$ cat src/rtl/fifo_burst_pkg.sv
// -----------------------------------------------------------------------------
// fifo_burst_pkg
// Shared types and constants for the FIFO read-side burst write controller.
//   state_e    : sequencer states (IDLE, CMD, DATA, DRAIN)
//   LEN_W      : width of a burst length in beats (1..256 needs 9 bits)
//   CMD_LEN_W  : width of the cmd_len field (beats minus one)
//   step_bytes : byte stride between consecutive bursts
// -----------------------------------------------------------------------------
package fifo_burst_pkg;

    typedef enum logic [1:0] {
        IDLE  = 2'd0,
        CMD   = 2'd1,
        DATA  = 2'd2,
        DRAIN = 2'd3
    } state_e;

    localparam int LEN_W     = 9;
    localparam int CMD_LEN_W = 8;

    // Address advance per burst; a shortened final burst still advances by a full step.
    function automatic int step_bytes(input int burst_len, input int data_width);
        return burst_len * data_width / 8;
    endfunction

endpackage

$ cat src/rtl/fifo_burst_wr_ctrl_if.sv
// -----------------------------------------------------------------------------
// fifo_burst_wr_ctrl_if
// Bundles the FIFO read port, the DDR burst command channel and the DDR write
// data channel seen by the burst write controller.
//   master : the controller (drives fifo_rd_en, cmd_*, wdata*)
//   slave  : FIFO + DDR front end (drives level/empty/data and the readies)
// -----------------------------------------------------------------------------
interface fifo_burst_wr_ctrl_if #(
    parameter int RD_DEPTH_WIDTH = 10,
    parameter int DATA_WIDTH     = 256,
    parameter int ADDR_WIDTH     = 28
);
    import fifo_burst_pkg::*;

    // FIFO read side
    logic [RD_DEPTH_WIDTH:0] fifo_rd_water_level;
    logic                    fifo_rd_empty;
    logic                    fifo_rd_en;
    logic [DATA_WIDTH-1:0]   fifo_rd_data;
    // Burst command channel
    logic                    cmd_valid;
    logic                    cmd_ready;
    logic [ADDR_WIDTH-1:0]   cmd_addr;
    logic [CMD_LEN_W-1:0]    cmd_len;
    // Write data channel
    logic                    wdata_valid;
    logic                    wdata_ready;
    logic [DATA_WIDTH-1:0]   wdata;
    logic                    wdata_last;

    modport master (
        input  fifo_rd_water_level, fifo_rd_empty, fifo_rd_data, cmd_ready, wdata_ready,
        output fifo_rd_en, cmd_valid, cmd_addr, cmd_len, wdata_valid, wdata, wdata_last
    );

    modport slave (
        output fifo_rd_water_level, fifo_rd_empty, fifo_rd_data, cmd_ready, wdata_ready,
        input  fifo_rd_en, cmd_valid, cmd_addr, cmd_len, wdata_valid, wdata, wdata_last
    );

endinterface

$ cat src/rtl/burst_skid_buf.sv
// -----------------------------------------------------------------------------
// burst_skid_buf
// Two-entry FIFO that absorbs the one-cycle FIFO read latency while the write
// channel applies backpressure.
//   clk, rst     : clock, asynchronous active-high reset
//   push_i       : write push_data_i (caller guarantees not full)
//   pop_i        : drop the head entry (caller guarantees not empty)
//   head_o       : oldest entry
//   count_o      : occupancy 0..2
// -----------------------------------------------------------------------------
module burst_skid_buf #(
    parameter int DATA_WIDTH = 256
) (
    input  logic                  clk,
    input  logic                  rst,
    input  logic                  push_i,
    input  logic [DATA_WIDTH-1:0] push_data_i,
    input  logic                  pop_i,
    output logic [DATA_WIDTH-1:0] head_o,
    output logic [1:0]            count_o
);

    logic [DATA_WIDTH-1:0] mem_q [2];
    logic                  wr_ptr_q;
    logic                  rd_ptr_q;
    logic [1:0]            count_q;

    // NOTE: the data storage has no reset; only pointers and count do. Stale
    // contents are never observed because count_q gates every read.
    always_ff @(posedge clk) begin
        if (push_i) begin
            mem_q[wr_ptr_q] <= push_data_i;
        end
    end

    always_ff @(posedge clk or posedge rst) begin
        if (rst) begin
            wr_ptr_q <= 1'b0;
            rd_ptr_q <= 1'b0;
            count_q  <= 2'd0;
        end else begin
            if (push_i) wr_ptr_q <= ~wr_ptr_q;
            if (pop_i)  rd_ptr_q <= ~rd_ptr_q;
            case ({push_i, pop_i})
                2'b10:   count_q <= count_q + 2'd1;
                2'b01:   count_q <= count_q - 2'd1;
                default: count_q <= count_q;
            endcase
        end
    end

    assign head_o  = mem_q[rd_ptr_q];
    assign count_o = count_q;

endmodule

$ cat src/rtl/fifo_burst_wr_ctrl.sv
// -----------------------------------------------------------------------------
// fifo_burst_wr_ctrl
// Read-side sequencer of the width-converter FIFO: waits for enough beats,
// issues a fixed-length DDR write burst command, pops the burst's beats and
// forwards them with valid/ready/last, stepping a frame address pointer.
//   clk, rst    : FIFO read clock, asynchronous active-high reset
//   frame_start : pulse, arm a new frame at BASE_ADDR (deferred mid-burst)
//   bus         : fifo_burst_wr_ctrl_if.master (FIFO read, cmd, wdata)
//   frame_done  : one-cycle pulse after the frame's last beat is accepted
//   busy        : frame armed or burst in flight
// Build option: FIFO_BURST_AUTO_RESTART_EN re-arms the frame automatically
// when it completes (continuous ring buffer).
// -----------------------------------------------------------------------------
module fifo_burst_wr_ctrl
    import fifo_burst_pkg::*;
#(
    parameter int                    RD_DEPTH_WIDTH = 10,
    parameter int                    DATA_WIDTH     = 256,
    parameter int                    ADDR_WIDTH     = 28,
    parameter int                    BURST_LEN      = 16,
    parameter int                    FRAME_BEATS    = 57600,
    parameter logic [ADDR_WIDTH-1:0] BASE_ADDR      = '0
) (
    input  logic                clk,
    input  logic                rst,
    input  logic                frame_start,
    fifo_burst_wr_ctrl_if.master bus,
    output logic                frame_done,
    output logic                busy
);

    localparam logic [ADDR_WIDTH-1:0] STEP = ADDR_WIDTH'(step_bytes(BURST_LEN, DATA_WIDTH));

    state_e                state_q;
    logic [ADDR_WIDTH-1:0] addr_ptr_q;
    logic [31:0]           remaining_q;
    logic                  frame_active_q;
    logic                  pending_q;
    logic [LEN_W-1:0]      len_q;
    logic [LEN_W-1:0]      issued_q;
    logic [LEN_W-1:0]      accepted_q;
    logic                  inflight_q;
    logic                  cmd_valid_q;
    logic [ADDR_WIDTH-1:0] cmd_addr_q;
    logic [CMD_LEN_W-1:0]  cmd_len_q;
    logic                  frame_done_q;

    logic [LEN_W-1:0]      this_len;
    logic [31:0]           rem_after;
    logic                  level_ok;
    logic                  rd_en;
    logic                  wvalid;
    logic                  wlast;
    logic                  accept;
    logic [1:0]            skid_count;
    logic [DATA_WIDTH-1:0] skid_head;

    // NOTE: every combinational output is given a default first so no path
    // leaves it unassigned, which would otherwise infer a latch.
    always_comb begin
        this_len = LEN_W'(BURST_LEN);
        if (remaining_q < 32'(BURST_LEN)) begin
            this_len = remaining_q[LEN_W-1:0];
        end
    end

    assign rem_after = remaining_q - 32'(len_q);
    assign level_ok  = 32'(bus.fifo_rd_water_level) >= 32'(this_len);

    // At most two beats may be owned at once (buffered + in flight), so a
    // pop is always guaranteed a skid slot even if wdata_ready stays low.
    assign rd_en  = (state_q == DATA) && (issued_q < len_q) && !bus.fifo_rd_empty &&
                    ((skid_count + {1'b0, inflight_q}) < 2'd2);
    assign wvalid = (skid_count != 2'd0);
    assign wlast  = wvalid && (accepted_q == len_q - LEN_W'(1));
    assign accept = wvalid && bus.wdata_ready;

    burst_skid_buf #(.DATA_WIDTH(DATA_WIDTH)) u_skid (
        .clk        (clk),
        .rst        (rst),
        .push_i     (inflight_q),
        .push_data_i(bus.fifo_rd_data),
        .pop_i      (accept),
        .head_o     (skid_head),
        .count_o    (skid_count)
    );

    // NOTE: all state is updated with non-blocking assignments so every
    // register samples pre-edge values; later assignments in this block
    // intentionally override earlier defaults.
    always_ff @(posedge clk or posedge rst) begin
        if (rst) begin
            state_q        <= IDLE;
            addr_ptr_q     <= BASE_ADDR;
            remaining_q    <= '0;
            frame_active_q <= 1'b0;
            pending_q      <= 1'b0;
            len_q          <= '0;
            issued_q       <= '0;
            accepted_q     <= '0;
            inflight_q     <= 1'b0;
            cmd_valid_q    <= 1'b0;
            cmd_addr_q     <= '0;
            cmd_len_q      <= '0;
            frame_done_q   <= 1'b0;
        end else begin
            frame_done_q <= 1'b0;
            inflight_q   <= rd_en;
            if (rd_en)  issued_q   <= issued_q + LEN_W'(1);
            if (accept) accepted_q <= accepted_q + LEN_W'(1);
            if (frame_start && state_q != IDLE) pending_q <= 1'b1;

            case (state_q)
                IDLE: begin
                    if (frame_start) begin
                        addr_ptr_q     <= BASE_ADDR;
                        remaining_q    <= 32'(FRAME_BEATS);
                        frame_active_q <= 1'b1;
                    end else if (frame_active_q && remaining_q != 32'd0 && level_ok) begin
                        state_q     <= CMD;
                        cmd_valid_q <= 1'b1;
                        cmd_addr_q  <= addr_ptr_q;
                        cmd_len_q   <= CMD_LEN_W'(this_len - LEN_W'(1));
                        len_q       <= this_len;
                        issued_q    <= '0;
                        accepted_q  <= '0;
                    end
                end
                CMD: begin
                    if (bus.cmd_ready) begin
                        cmd_valid_q <= 1'b0;
                        state_q     <= DATA;
                    end
                end
                DATA: begin
                    if (rd_en && (issued_q + LEN_W'(1) == len_q)) state_q <= DRAIN;
                end
                DRAIN: begin
                    if (accept && wlast) begin
                        state_q     <= IDLE;
                        addr_ptr_q  <= addr_ptr_q + STEP;
                        remaining_q <= rem_after;
                        if (rem_after == 32'd0) begin
                            frame_done_q <= 1'b1;
`ifdef FIFO_BURST_AUTO_RESTART_EN
                            addr_ptr_q  <= BASE_ADDR;
                            remaining_q <= 32'(FRAME_BEATS);
`else
                            frame_active_q <= 1'b0;
`endif
                        end
                        // A deferred (or coincident) frame_start wins over the
                        // normal advance once the burst has fully drained.
                        if (frame_start || pending_q) begin
                            addr_ptr_q     <= BASE_ADDR;
                            remaining_q    <= 32'(FRAME_BEATS);
                            frame_active_q <= 1'b1;
                            pending_q      <= 1'b0;
                        end
                    end
                end
                default: state_q <= IDLE;
            endcase
        end
    end

    assign bus.fifo_rd_en  = rd_en;
    assign bus.cmd_valid   = cmd_valid_q;
    assign bus.cmd_addr    = cmd_addr_q;
    assign bus.cmd_len     = cmd_len_q;
    assign bus.wdata_valid = wvalid;
    assign bus.wdata       = wvalid ? skid_head : '0;
    assign bus.wdata_last  = wlast;
    assign frame_done      = frame_done_q;
    assign busy            = frame_active_q | (state_q != IDLE);

endmodule

$ cat src/flat_wrapper.sv
// flat-port wrapper written by rule: the top's interface ports become plain ports
module fifo_burst_wr_ctrl_flat import fifo_burst_pkg::*;
#(
    parameter int                    RD_DEPTH_WIDTH = 10,
    parameter int                    DATA_WIDTH     = 256,
    parameter int                    ADDR_WIDTH     = 28,
    parameter int                    BURST_LEN      = 16,
    parameter int                    FRAME_BEATS    = 57600,
    parameter logic [ADDR_WIDTH-1:0] BASE_ADDR      = '0
)
  (clk, rst, frame_start, frame_done, busy, bus_fifo_rd_water_level, bus_fifo_rd_empty, bus_fifo_rd_data, bus_cmd_ready, bus_wdata_ready, bus_fifo_rd_en, bus_cmd_valid, bus_cmd_addr, bus_cmd_len, bus_wdata_valid, bus_wdata, bus_wdata_last);
  fifo_burst_wr_ctrl_if #(.RD_DEPTH_WIDTH(RD_DEPTH_WIDTH), .DATA_WIDTH(DATA_WIDTH), .ADDR_WIDTH(ADDR_WIDTH)) bus_i ();
  input  logic clk;
  input  logic rst;
  input  logic frame_start;
  output logic frame_done;
  output logic busy;
  input wire logic [$bits(bus_i.fifo_rd_water_level)-1:0] bus_fifo_rd_water_level;
  input wire logic [$bits(bus_i.fifo_rd_empty)-1:0] bus_fifo_rd_empty;
  input wire logic [$bits(bus_i.fifo_rd_data)-1:0] bus_fifo_rd_data;
  input wire logic [$bits(bus_i.cmd_ready)-1:0] bus_cmd_ready;
  input wire logic [$bits(bus_i.wdata_ready)-1:0] bus_wdata_ready;
  output wire logic [$bits(bus_i.fifo_rd_en)-1:0] bus_fifo_rd_en;
  output wire logic [$bits(bus_i.cmd_valid)-1:0] bus_cmd_valid;
  output wire logic [$bits(bus_i.cmd_addr)-1:0] bus_cmd_addr;
  output wire logic [$bits(bus_i.cmd_len)-1:0] bus_cmd_len;
  output wire logic [$bits(bus_i.wdata_valid)-1:0] bus_wdata_valid;
  output wire logic [$bits(bus_i.wdata)-1:0] bus_wdata;
  output wire logic [$bits(bus_i.wdata_last)-1:0] bus_wdata_last;
  assign bus_i.fifo_rd_water_level = bus_fifo_rd_water_level;
  assign bus_i.fifo_rd_empty = bus_fifo_rd_empty;
  assign bus_i.fifo_rd_data = bus_fifo_rd_data;
  assign bus_i.cmd_ready = bus_cmd_ready;
  assign bus_i.wdata_ready = bus_wdata_ready;
  assign bus_fifo_rd_en = bus_i.fifo_rd_en;
  assign bus_cmd_valid = bus_i.cmd_valid;
  assign bus_cmd_addr = bus_i.cmd_addr;
  assign bus_cmd_len = bus_i.cmd_len;
  assign bus_wdata_valid = bus_i.wdata_valid;
  assign bus_wdata = bus_i.wdata;
  assign bus_wdata_last = bus_i.wdata_last;
  fifo_burst_wr_ctrl #(.RD_DEPTH_WIDTH(RD_DEPTH_WIDTH), .DATA_WIDTH(DATA_WIDTH), .ADDR_WIDTH(ADDR_WIDTH), .BURST_LEN(BURST_LEN), .FRAME_BEATS(FRAME_BEATS), .BASE_ADDR(BASE_ADDR)) u_core (.clk(clk), .rst(rst), .frame_start(frame_start), .bus(bus_i), .frame_done(frame_done), .busy(busy));
endmodule
$ cat config.mk
export PLATFORM = sky130hd
export DESIGN_NAME = fifo_burst_wr_ctrl_flat
export DESIGN_NICKNAME = d
export VERILOG_FILES = /design/src/rtl/fifo_burst_pkg.sv /design/src/rtl/fifo_burst_wr_ctrl_if.sv /design/src/rtl/burst_skid_buf.sv /design/src/rtl/fifo_burst_wr_ctrl.sv /design/src/flat_wrapper.sv
export SDC_FILE = /design/constraint.sdc
export NUM_CORES = 1
export LEC_CHECK = 0
export ABC_CLOCK_PERIOD_IN_PS = 24800
export CAP_MARGIN = 10
export CORE_MARGIN = 3
export CORE_UTILIZATION = 50
export CTS_CLUSTER_DIAMETER = 100
export DETAILED_ROUTE_END_ITERATION = 16
export PLACE_DENSITY = 0.76
export REMOVE_ABC_BUFFERS = 1
export SYNTH_ARGS = -nofsm -noshare
export SYNTH_HDL_FRONTEND = slang
export SYNTH_SLANG_ARGS = --single-unit
$ cat constraint.sdc
create_clock -name clk -period 24.8 [get_ports clk]
set_clock_uncertainty 0.15 [all_clocks]
set_input_delay 2.48 -clock clk [delete_from_list [all_inputs] [get_ports clk]]
set_output_delay 2.48 -clock clk [all_outputs]
set_load 0.02 [all_outputs]
== Word level (Yosys, flattened, before mapping) ==
Memories as Yosys holds them, arrays and structs flattened.
Cells that the tools add are included.

* Add/sub/neg operators: 9
* Eq/ne operators: 14
* Bitwise logic cells: 4
* Reductions and logical operators: 25
* Magnitude comparators: 4
* Multiplexer cells: 43

{| class="wikitable"
|+ Operator list
! kind !! number
|-
| 2-to-1 mux 256 bit || 1
|-
| 2-to-1 mux 32 bit || 3
|-
| 2-to-1 mux 28 bit || 3
|-
| 2-to-1 mux 9 bit || 9
|-
| case mux 32 bit (2 select lines) || 1
|-
| case mux 28 bit (2 select lines) || 1
|-
| zero test 32 bit || 1
|-
| < comparator 32 x 5 -> 1 bit, second input constant || 1
|-
| nonzero test 32 bit || 1
|-
| subtractor 32 x 9 -> 32 bit || 1
|-
| adder 28 x 10 -> 28 bit, second input constant || 1
|-
| adder 9 x 1 -> 9 bit, second input constant || 2
|-
| == test 9 bit || 2
|-
| 2-to-1 mux 1 bit || 16
|-
| >= comparator 11 x 9 -> 1 bit || 1
|-
| logical AND 1 bit || 10
|-
| 2-to-1 mux 2 bit || 5
|-
| nonzero test 2 bit || 5
|-
| < comparator 9 bit || 1
|-
| subtractor 9 x 1 -> 9 bit, second input constant || 1
|-
| inequality test 2 bit, second input constant || 4
|-
| case mux 2 bit (4 select lines) || 1
|-
| AND reduction 4 bit || 2
|-
| subtractor 8 x 1 -> 8 bit, second input constant || 1
|-
| other kinds (17) || 25
|}

* Input bits: 273
* Memories kept: 1
* RAM bits: 512
* Register bits after elaboration: 134

{| class="wikitable"
|+ Memory list
! name !! words !! bits a word !! read ports !! clocked after Yosys merged registers in !! wr ports !! line !! source
|-
| u_core.u_skid.mem_q || 2 || 256 || 1 || 0 || 1 || burst_skid_buf.sv:23 || <nowiki>logic [DATA_WIDTH-1:0] mem_q [2];</nowiki>
|}

== Depth between registers and ports, before layout ==
* Word-level depth: 8
* Gate-level depth with buffers: 18
* Mapped depth without buffers: 15

== Hierarchy ==
Synthesis repeated with hierarchy kept, for this count alone.

* Cell total of the unflattened synthesis: 1973
* Area, all modules: 28728.8 um2

{| class="wikitable"
|+ Modules (own cells, without submodules)
! module !! times used !! cells an instance !! sequential area each (um2) !! area an instance (um2)
|-
| burst_skid_buf || 1 || 812 || 15474.8 || 19662.6
|-
| fifo_burst_wr_ctrl || 1 || 1161 || 2802.7 || 9066.2
|}

== Worst setup path after synthesis ==
OpenSTA, ideal clock, no wires.

* Path type: register -> register
* Start: reg u_core.inflight_q
* End: mem u_core.u_skid.mem_q[0][0] (enable)
* Buffers on the path: 0
* Setup time: 0.880 ns
* Path slack: 12.681 ns
* Stages on the path, launching flop included: 3
* Data arrival time: 11.089 ns
* Period minus slack after synthesis: 12.119 ns
* Data required time: 23.770 ns
* Cells stage by stage: dfrtp_1 inv_1 nor2_1

* Word-level cells in the longest chain between the ends: 2

{| class="wikitable"
|+ Ends and longest elaborated chain
! element !! line !! source
|-
| from (decl) || fifo_burst_wr_ctrl.sv:42 || <nowiki>logic inflight_q;</nowiki>
|-
| from (signal assigned) || fifo_burst_wr_ctrl.sv:108 || <nowiki>inflight_q <= rd_en;</nowiki>
|-
| 2-to-1 mux 1 bit || burst_skid_buf.sv:31 || <nowiki>if (push_i) begin</nowiki>
|-
| 2-to-1 mux 1 bit (not written as such) || burst_skid_buf.sv:32 || <nowiki>mem_q[wr_ptr_q] <= push_data_i;</nowiki>
|-
| to (decl) || burst_skid_buf.sv:23 ||
|}

No other way between the ends.

== Final worst setup path ==
* Start: reg u_core.u_skid.rd_ptr_q
* End: out bus_wdata[42]

* Word-level cells in the longest chain between the ends: 2

{| class="wikitable"
|+ Ends and longest elaborated chain
! element !! line !! source
|-
| from (decl) || burst_skid_buf.sv:25 || <nowiki>logic rd_ptr_q;</nowiki>
|-
| from (signal assigned) || burst_skid_buf.sv:43 || <nowiki>if (pop_i) rd_ptr_q <= ~rd_ptr_q;</nowiki>
|-
| memory read (2 x 256 bit) || n/a ||
|-
| 2-to-1 mux 256 bit || fifo_burst_wr_ctrl.sv:172 || <nowiki>assign bus.wdata = wvalid ? skid_head : '0;</nowiki>
|-
| to (decl) || flat_wrapper.sv:28 || <nowiki>output wire logic [$bits(bus_i.wdata)-1:0] bus_wdata;</nowiki>
|}

No other way between the ends.

==> qor.yml <==
timing:
  setup_ws_ns: 17.63
  fmax_mhz: 139.6
  whs_ns: 0.3284
  finalMaxSlewViolations: 0
  tns_ns: 0
  finalSetupViolations: 0
  tightest_slew_ns: 1.224
  slew_headroom_pct: 18.42
  layout_min_cycle_time_ns: 7.165
  hold_viol_final: 0
  period_share_pct: 28.89
  grt_setup_unrepaired: "false"
clock_tree:
  postCtsHoldBufs: 0
  cts_setup_buffers: 0
  htree_levels: 3
  cts_buffer_depth: 3
  cts.repair.resized: 0
  clk_pin_slew_ns: 0.06
  insertion_delay_ns: 0.59
  clockRootBuffer: "clkbuf_16"
  cts_tree: "done"
  cts.sink_count: 628
  cts_buffers: 68
final_layout:
  layout_common_cells: "561 x clkdlybuf4s50_1, 512 x edfxtp_1, 312 x nor2_1"
  syn2layout_area_growth_pct: 31.93
  utilization_pct: 67.07
  final_common_cell: "clkdlybuf4s50_1"
  final_area_mm2: 0.03462
  fin_cells: 3190
  finalNetCount: 2751
  drive_above_1_share_pct: 6.092
setup_path:
  crit_type: "flop to primary output"
  critPathLaunchType: "flop"
  crit_path_end_kind: "primary output"
  crit_arrival_ns: 4.54
  worstPathRequired_ns: 22.17
  path_max_fanout: 58
global_routing:
  antenna_found_initial: 30
  grt_pass1_wl_mm: 107.5
  track_usage_pct: 25.53
  grt-ovfl-total: 0
  grt_max_degree: 188
  grt_pass1_vias: 17810
power_and_ir_drop:
  p_int_mw: 2.431
  p_leak_nw: 13.14
  power_mw: 3.786
  switchingPower_mw: 1.356
  clkPwrFrac_pct: 25.8
  power.share.sequential_pct: 34.1
  swShare_pct: 35.80
  cellPowerDensity_mw_per_mm2: 109.4
  peakVddDrop_uv: 93.81
  combPwrFrac_pct: 40.2
synth:
  synth_area_per_cell_um2: 13.90
  synth.distinct_cells: 72
  synth_area_leader_cell: "edfxtp_1"
  synth_flop_cell: "edfxtp_1"
  syn_inst: 1888
  async_flop_share_pct: 18.47
  synth-seq-cells: 628
  synth.area.top_cells: "edfxtp_1 59%, dfrtp_1 11%, mux2i_1 9.9%, nor2_1 4.5%, ha_1 1.8%"
  yosysWarningCount: 0
  yosys.area.top_type_share_pct: 58.59
  syn_area_mm2: 0.02624
  synth_seq_area_share_pct: 69.65
  synth_edf_count: 512
placed_design:
  hpwlAfterDp_mm: 49.81
  place_area_mm2: 0.03244
  post-place-ws_ns: 17.65
  portBuffers: 561
  routabilityCongestion: 0.8757
  place_inst: 3050
floorplan:
  dieArea_mm2: 0.05527
  die_y_um: 235.1
  io_pins: 571
  dieWidth_um: 235.1
  initial_core_util_pct: 50.84
  core-area_mm2: 0.05161
  num_rows: 83
drt:
  drt_iter0_drc: 1240
  avgRoutedWirePerCell_um: 22.77
  dr.pass1.iters: 7
  ant_nets: 0
  drc_errors: 0
  num_vias: 17290
  drt_wl_total_mm: 72.64
  via_per_inst: 5.418
min_path:
  hp-class: "flop to flop"
outcome:
  status: "completed"
run:
  cap_viol_max_count: 0
==> cells in the mapped netlist (7+ instances only) <==
cell / count
and3_1: 12
nor3_1: 15
nor2_1: 314
mux2i_1: 259
buf_4: 10
nand2_1: 117
clkbuf_1: 56
xor2_1: 18
dfrtp_1: 116
and2_1: 7
xnor2_1: 35
nor2_2: 10
nand2b_1: 12
buf_2: 10
o31ai_1: 21
a31oi_1: 12
nand3_1: 26
ha_1: 37
a21oi_1: 27
o21ai_0: 84
or3_1: 14
edfxtp_1: 512
nand4_1: 7
inv_1: 29
buf_1: 27
==> layer usage <==
layer / vias up / global-route usage [%] / routed length [um]
li1: 7992 / - / -
met1: 8485 / 29.61 / 26870
met2: 628 / 42.14 / 36060
met3: 154 / 9.085 / 6104
met4: 26 / 12.72 / 3376
met5: - / 0 / 233
==> kinds of logic (layout without fill, tap and decap cells) <==
group | count (synthesis) | after routing | synth area share [%]
and+or+nand+nor | 573 | 573 | 9.770
other | 2 | 28 | 0.02862
buffers and inverters | 136 | 732 | 2.251
AOI/OAI and AO/OA | 197 | 197 | 4.721
adders and majority gates | 38 | 38 | 1.841
muxes | 261 | 261 | 9.966
xor gates and xnor gates | 53 | 53 | 1.769
DFF | 628 | 628 | 69.65
==> cell type report <==
cell class	count	area (um^2)
antenna	15	37.54
clock buffer	82	1797
clock inverter	43	342.8
fill	3604	17000
inverter	29	111.4
multi-input combinational	1135	7442
sequential	628	18280
tap	680	850.8
timing repair buffer	578	5756
==> worst max-delay path: stages, from the launching register on <==
cell             delay, ns
dfrtp_4               0.98
buf_4                 0.83
buf_4                 0.93
mux2i_1               0.30
nor2_1                0.15
clkdlybuf4s50_1       0.64
==> power groups by stage <==
stage                     Combinational, mW  Sequential [mW]  Clock [mW]
after floorplan                       0.946             1.39           0
after CTS                              1.53             1.29       0.993
after detailed placement               1.52             1.31           0
after global placement                 1.51             1.31           0
final                                  1.52             1.29       0.976
after global routing                   1.60             1.30        1.03
==> path summary, 6_finish.rpt <==
check / start / end / slack (ns) / depth (start not counted)
worst max-delay path: u_core.u_skid.rd_ptr_q / bus_wdata[42] / 17.63 / 5
worst min-delay path: u_core.bus.cmd_addr[25] / u_core.bus.cmd_addr[25] / 0.33 / 2
worst max register to register: u_core.remaining_q[23] / u_core.len_q[0] / 19.96 / 14
worst min register to register: u_core.bus.cmd_addr[25] / u_core.bus.cmd_addr[25] / 0.33 / 2
max in group asynchronous: rst / u_core.u_skid.rd_ptr_q / 20.85 / 3
min in group asynchronous: rst / u_core.bus.cmd_addr[19] / 2.13 / 2
==> sequential cells by signal, indices dropped and copies added (netlist names), 8 cells and up <==
signal	count
u_core.len_q	9
u_core.accepted_q	9
u_core.issued_q	9
u_core.bus.cmd_len	8
u_core.addr_ptr_q	19
u_core.u_skid.mem_q	512
u_core.bus.cmd_addr	19
u_core.remaining_q	32
Power figures use the tool's default switching activity.
